**config.mk**
```make
export PLATFORM = sky130hd
export DESIGN_NAME = dual_fetch_unit
export DESIGN_NICKNAME = d
export VERILOG_FILES = /design/src/rtl/dual_fetch_unit_pkg.sv /design/src/rtl/dual_fetch_unit_fetch_queue.sv /design/src/rtl/dual_fetch_unit.sv
export SDC_FILE = /design/constraint.sdc
export NUM_CORES = 1
export LEC_CHECK = 0
export BUFFER_PORTS_ARGS = -buffer_cell sky130_fd_sc_hd__buf_2
export CORE_MARGIN = 3
export CORE_UTILIZATION = 58
export CTS_CLUSTER_SIZE = 25
export DETAILED_ROUTE_END_ITERATION = 10
export PLACE_DENSITY = 0.81
export SYNTH_ARGS = -nofsm -noshare
export SYNTH_HDL_FRONTEND = slang
export SYNTH_SLANG_ARGS = --single-unit
```
**constraint.sdc**
```tcl
create_clock -name clk -period 6.2 [get_ports clk]
set_input_delay 0.93 -clock clk [delete_from_list [all_inputs] [get_ports clk]]
set_output_delay 0.93 -clock clk [all_outputs]
set_load 0.02 [all_outputs]
```
**src/rtl/dual_fetch_unit_pkg.sv**
```systemverilog
// Shared constants and types for the dual-issue fetch stage.
//   - PC/instruction widths, fetch width and PC step between the two slots
//   - fetch_entry_t: one queued instruction pair {pc0, instr0, pc1, instr1}
//   - align_pc(): forces a fetch PC onto a word boundary
package dual_fetch_unit_pkg;

  localparam int unsigned InstrW     = 32;
  localparam int unsigned PcW        = 32;
  localparam int unsigned FetchWidth = 2;
  localparam logic [PcW-1:0] PcStep  = 32'd4;
  localparam int unsigned EntryW     = FetchWidth * (PcW + InstrW);

  // Slot0 occupies the upper half of an entry, slot1 the lower half.
  typedef struct packed {
    logic [PcW-1:0]    pc0;
    logic [InstrW-1:0] instr0;
    logic [PcW-1:0]    pc1;
    logic [InstrW-1:0] instr1;
  } fetch_entry_t;

  function automatic logic [PcW-1:0] align_pc(input logic [PcW-1:0] pc);
    return {pc[PcW-1:2], 2'b00};
  endfunction

endpackage

```
**src/rtl/dual_fetch_unit_fetch_queue.sv**
```systemverilog
// fetch_queue: circular-buffer FIFO holding fetched instruction pairs.
// Ports:
//   clk, rst_n       clock, asynchronous active-low reset (empties the queue)
//   push, pop        enqueue wdata / dequeue head; pop when empty is ignored,
//                    push when full is only taken together with a pop
//   flush            empties the queue; wins over push and pop
//   wdata, rdata     entry in / head entry out (rdata is zero while empty)
//   full, empty      occupancy flags
// Depth must be a power of two so the pointers wrap naturally.
module dual_fetch_unit_fetch_queue #(
  parameter int unsigned Depth = 4,
  parameter int unsigned Width = 128
) (
  input  logic             clk,
  input  logic             rst_n,
  input  logic             push,
  input  logic             pop,
  input  logic             flush,
  input  logic [Width-1:0] wdata,
  output logic [Width-1:0] rdata,
  output logic             full,
  output logic             empty
);

  localparam int unsigned PtrW = (Depth > 1) ? $clog2(Depth) : 1;
  localparam int unsigned CntW = $clog2(Depth + 1);

  typedef logic [PtrW-1:0] ptr_t;
  typedef logic [CntW-1:0] cnt_t;

  localparam cnt_t DepthCnt = cnt_t'(Depth);

  logic [Width-1:0] mem_q [Depth];
  ptr_t             wr_ptr_q, wr_ptr_d;
  ptr_t             rd_ptr_q, rd_ptr_d;
  cnt_t             count_q, count_d;
  logic             push_ok, pop_ok;

  assign full    = (count_q == DepthCnt);
  assign empty   = (count_q == '0);
  assign pop_ok  = pop && !empty && !flush;
  assign push_ok = push && (!full || pop_ok) && !flush;

  // Head is forced to zero while empty so stale data never reaches decode.
  assign rdata = empty ? '0 : mem_q[rd_ptr_q];

  always_comb begin
    wr_ptr_d = wr_ptr_q;
    rd_ptr_d = rd_ptr_q;
    count_d  = count_q;
    if (flush) begin
      wr_ptr_d = '0;
      rd_ptr_d = '0;
      count_d  = '0;
    end else begin
      if (push_ok) wr_ptr_d = wr_ptr_q + ptr_t'(1);
      if (pop_ok)  rd_ptr_d = rd_ptr_q + ptr_t'(1);
      if (push_ok && !pop_ok) begin
        count_d = count_q + cnt_t'(1);
      end else if (pop_ok && !push_ok) begin
        count_d = count_q - cnt_t'(1);
      end
    end
  end

  always_ff @(posedge clk or negedge rst_n) begin
    if (!rst_n) begin
      wr_ptr_q <= '0;
      rd_ptr_q <= '0;
      count_q  <= '0;
    end else begin
      wr_ptr_q <= wr_ptr_d;
      rd_ptr_q <= rd_ptr_d;
      count_q  <= count_d;
    end
  end

  // Storage needs no reset: the read path is masked whenever the queue is empty.
  always_ff @(posedge clk) begin
    if (push_ok) mem_q[wr_ptr_q] <= wdata;
  end

endmodule

```
**src/rtl/dual_fetch_unit.sv**
```systemverilog
// dual_fetch_unit: dual-issue fetch stage between the branch predictor and decode.
// Owns the fetch PC, presents {pc, pc+4} to the predictor and instruction memory,
// and queues fetched pairs toward decode. Obeys the predictor's pcnext and clrbp.
// Ports:
//   clk, rst_n                 clock, asynchronous active-low reset
//   originalpc[63:0]           {slot0 pc, slot1 pc} to the predictor
//   pcnext, clrbp              predictor next fetch PC and mispredict flush
//   imem_addr, imem_rdata0/1   instruction memory address (slot0) and read data
//   dec_valid, dec_ready       queue head handshake toward decode
//   dec_pc0/1, dec_instr0/1    queue head contents
// Optional (macro FETCH_PERF_CNT_EN):
//   perf_flush_cnt, perf_stall_cnt  saturating flush and stall event counters
module dual_fetch_unit
  import dual_fetch_unit_pkg::*;
#(
  parameter logic [31:0] RESET_PC = 32'h0000_0000,
  parameter int unsigned QDEPTH   = 4
) (
  input  logic        clk,
  input  logic        rst_n,
  output logic [63:0] originalpc,
  input  logic [31:0] pcnext,
  input  logic        clrbp,
  output logic [31:0] imem_addr,
  input  logic [31:0] imem_rdata0,
  input  logic [31:0] imem_rdata1,
  output logic        dec_valid,
  input  logic        dec_ready,
  output logic [31:0] dec_pc0,
  output logic [31:0] dec_instr0,
  output logic [31:0] dec_pc1,
  output logic [31:0] dec_instr1
`ifdef FETCH_PERF_CNT_EN
  ,
  output logic [31:0] perf_flush_cnt,
  output logic [31:0] perf_stall_cnt
`endif
);

  logic [PcW-1:0]    pc_q, pc_d, pc_plus4;
  logic              q_full, q_empty;
  logic              push, pop;
  fetch_entry_t      wentry, head;
  logic [EntryW-1:0] q_rdata;

  assign pc_plus4   = pc_q + PcStep;
  assign originalpc = {pc_q, pc_plus4};
  assign imem_addr  = pc_q;

  // A flush cancels both the pop credit and the enqueue of the current pair.
  assign dec_valid = !q_empty;
  assign pop       = dec_valid && dec_ready && !clrbp;
  assign push      = (!q_full || pop) && !clrbp;

  assign wentry = '{pc0: pc_q, instr0: imem_rdata0, pc1: pc_plus4, instr1: imem_rdata1};

  dual_fetch_unit_fetch_queue #(
    .Depth (QDEPTH),
    .Width (EntryW)
  ) u_fetch_queue (
    .clk   (clk),
    .rst_n (rst_n),
    .push  (push),
    .pop   (pop),
    .flush (clrbp),
    .wdata (wentry),
    .rdata (q_rdata),
    .full  (q_full),
    .empty (q_empty)
  );

  assign head       = fetch_entry_t'(q_rdata);
  assign dec_pc0    = head.pc0;
  assign dec_instr0 = head.instr0;
  assign dec_pc1    = head.pc1;
  assign dec_instr1 = head.instr1;

  // PC follows the predictor whenever the current pair is consumed or on a flush;
  // otherwise the queue is full and fetch stalls on the same pair.
  always_comb begin
    pc_d = pc_q;
    if (clrbp || push) pc_d = align_pc(pcnext);
  end

  always_ff @(posedge clk or negedge rst_n) begin
    if (!rst_n) begin
      pc_q <= align_pc(RESET_PC);
    end else begin
      pc_q <= pc_d;
    end
  end

`ifdef FETCH_PERF_CNT_EN
  logic [31:0] flush_cnt_q, flush_cnt_d;
  logic [31:0] stall_cnt_q, stall_cnt_d;

  always_comb begin
    flush_cnt_d = flush_cnt_q;
    stall_cnt_d = stall_cnt_q;
    if (clrbp && (flush_cnt_q != '1)) flush_cnt_d = flush_cnt_q + 32'd1;
    if (q_full && !pop && !clrbp && (stall_cnt_q != '1)) stall_cnt_d = stall_cnt_q + 32'd1;
  end

  always_ff @(posedge clk or negedge rst_n) begin
    if (!rst_n) begin
      flush_cnt_q <= '0;
      stall_cnt_q <= '0;
    end else begin
      flush_cnt_q <= flush_cnt_d;
      stall_cnt_q <= stall_cnt_d;
    end
  end

  assign perf_flush_cnt = flush_cnt_q;
  assign perf_stall_cnt = stall_cnt_q;
`endif

endmodule

```
==> results.txt <==
htree depth -> 2
Max Cap Viol -> 0
most used flip-flop cell after synthesis -> edfxtp_1
largest area contributor in the netlist -> edfxtp_1
worst r2r path cells -> 4
Area contributors post-synth -> edfxtp_1 71%, mux4_2 13%, dfrtp_1 4.4%
die width -> 197 um
CP startpoint kind -> flip-flop
arrival time worst endpoint -> 3150 ps
fin worst setup slack -> 2120 ps
Slew Viols, Final -> 0
Tmin final -> 4080 ps
reg-to-reg slack, setup -> 3590 ps
skew final -> 11.9 ps
Die Y -> 197 um
RSZ-0062 raised after global routing -> no
Post-synth EDFFs -> 496
area of the core -> 0.0357 mm^2
layout cells sized above 1 -> 0.412
fin util -> 0.689
critical setup path kind -> flip-flop to primary output
crit-path max FO -> 39
CTS clock-pin slew for the worst setup and hold paths -> 60 ps
initial antenna violation count -> 4
worst hold-check path type -> primary input to async pin
commonest cells in the netlist -> 496 x edfxtp_1, 131 x and2_1, 124 x mux4_2, 44 x buf_4, 37 x dfrtp_1
Post-DRT Antenna Nets -> 0
Yosys cell types -> 36
flops & latches, synth -> 533
Least-Margin Pin Slew -> 1070 ps
status -> completed
grt ovf -> 0
Root Buffer -> clkbuf_16
Port Buffers -> 312
post-synthesis sequential area ratio -> 0.749
first-pass GRT wire length -> 65.5 mm
die area -> 0.0388 mm^2
CP endpoint kind -> primary output
CTS sink cnt -> 533
fmax -> 245 MHz
cts hold-fix bufs -> 0
largest net degree at the start of global routing -> 69
First-pass DRT Iterations -> 5
most common cell in the netlist -> edfxtp_1
synth warn -> 0
TritonCTS Buffers -> 51
# setup viols final -> 0
Yosys top cell area share -> 0.705
Worst VDD drop -> 0.000280 V
nets -> 1431
vias post-DR -> 10700
Filler cells -> 2260
period utilization -> 0.658
area delta synth->final -> 16.6%
detailed-route wire length -> 42.5 mm
routability-driven placement congestion ratio -> 0.742
CTS tree -> yes
post-CTS setup buffers -> 0
Worst-Skew Late Latency -> 570 ps
pwr/cell area -> 429 mW/mm^2
synthesized cell area -> 0.0211 mm^2
vias per cell -> 5.84
data required time of the worst path -> 5270 ps
clock tree buffer depth -> 3
DP HPWL -> 24.8 mm
Slew headroom -> 0.289
Initial Util -> 0.591
DRC -> 0
asr flop ratio synth -> 0.0694
FP Rows -> 69
Mean Syn Cell Area -> 20.5 um^2
Fin Setup TNS -> 0 ps
Leak -> 8.66 nW
Total GRT Usage -> 0.222
Synth Instances -> 1029
Power Total -> 10.6 mW
post-CTS sizing -> 0
Iter 0 DRT Violations -> 682
Ports -> 325
dpl ws -> 2620 ps
vias in the first global route -> 11200
WL/cell -> 23.3 um
final hold vios -> 0
[routing by layer]
metal,track usage,up-vias,part of all wire
met1,0.307,5530,0.40
met4,0.0760,6,0.030
met5,0,-,0.00087
li1,-,4619,-
met2,0.360,417,0.50
met3,0.0470,89,0.069
[placed cells by master (no fill, tap or decap), types with 2 or more instances in the layout]
cell / Yosys / layout
and2_1: 131 / 127
mux2i_1: 3 / 3
buf_2: 16 / 312
buf_12: 0 / 6
nor3_2: 2 / 2
nand3_1: 13 / 13
xnor2_1: 16 / 16
nand2_1: 14 / 14
clkbuf_16: 0 / 51
nand4_1: 7 / 7
clkinv_1: 0 / 10
buf_4: 44 / 4
nor4_2: 3 / 3
inv_1: 9 / 9
mux4_2: 124 / 124
a21oi_1: 3 / 3
mux2_2: 29 / 29
clkinv_2: 0 / 6
and3_1: 2 / 2
and4_1: 2 / 2
clkbuf_1: 25 / 9
xor2_1: 15 / 15
conb_1: 1 / 10
nor2_1: 13 / 13
and2_4: 0 / 4
nor3_1: 5 / 5
dfrtp_1: 37 / 35
edfxtp_1: 496 / 496
ha_1: 5 / 5
bufinv_16: 0 / 8
dfrtp_4: 0 / 2
clkbuf_8: 0 / 3
[cell families (layout without fill, tap and decap cells)]
logic type      Yosys count  in the layout  share of synthesized area
flops                   533            533                      0.749
buf+inv                  97            421                     0.0264
xor+xnor                 31             31                     0.0129
compound gates            4              4                   0.000947
fa+ha+maj                 6              6                    0.00391
other cells               1             11                   0.000178
mux                     157            157                      0.150
simple gates            200            200                     0.0573
[through the flow]
| step | instance area (um^2) | hold WS [ps] | std cells |
|---|---|---|---|
| floorplan | 21200 | 542 | 1038 |
| global placement | 22900 | 563 | 1733 |
| detailed placement | 22900 | 591 | 1733 |
| CTS | 24600 | 513 | 1823 |
| global route | 24600 | 546 | 1823 |
| finish | 24600 | 511 | 1824 |
[cell type report]
type | instances | area [um^2] | share of cell area
flip-flops and latches | 533 | 15800 | 0.642
multi-input cells | 408 | 4800 | 0.195
repair buffers | 322 | 1710 | 0.0695
clock buffers | 63 | 1350 | 0.0548
well taps | 461 | 577 | 0.0234
clock inverters | 27 | 335 | 0.0136
inverters | 9 | 33.8 | 0.00137
diodes | 1 | 2.50 | 0.000102
[path summary, 6_finish.rpt]
path,endpoint,startpoint
hold reg to reg,u_fetch_queue.wr_ptr_q[1],u_fetch_queue.wr_ptr_q[1]
hold / removal,imem_addr[22],rst_n
min in group clk,imem_addr[16],pcnext[16]
setup / recovery,dec_instr1[31],u_fetch_queue.rd_ptr_q[0]
setup reg to reg,u_fetch_queue.mem_q[2][13],u_fetch_queue.count_q[2]
max in group asynchronous,u_fetch_queue.rd_ptr_q[1],rst_n
[sequential cells by signal (all words and copies together) (netlist names)]
| register | flops |
|---|---|
| u_fetch_queue.mem_q | 496 |
| imem_addr | 30 |
| u_fetch_queue.count_q | 3 |
| u_fetch_queue.rd_ptr_q | 2 |
| u_fetch_queue.wr_ptr_q | 2 |
[power by group]
group	total (mW)	internal (mW)	switching, mW
combinational	2.84	1.14	1.69
clock	3.14	1.87	1.26
sequential	4.61	4.39	0.222
total	10.6	7.40	3.18
[worst max-delay path: stages (launching register included)]
cell     delay [ps]
dfrtp_4         940
buf_4           620
mux4_2          590
and2_1          170
buf_2           180
(Power assumes the default switching activity.)
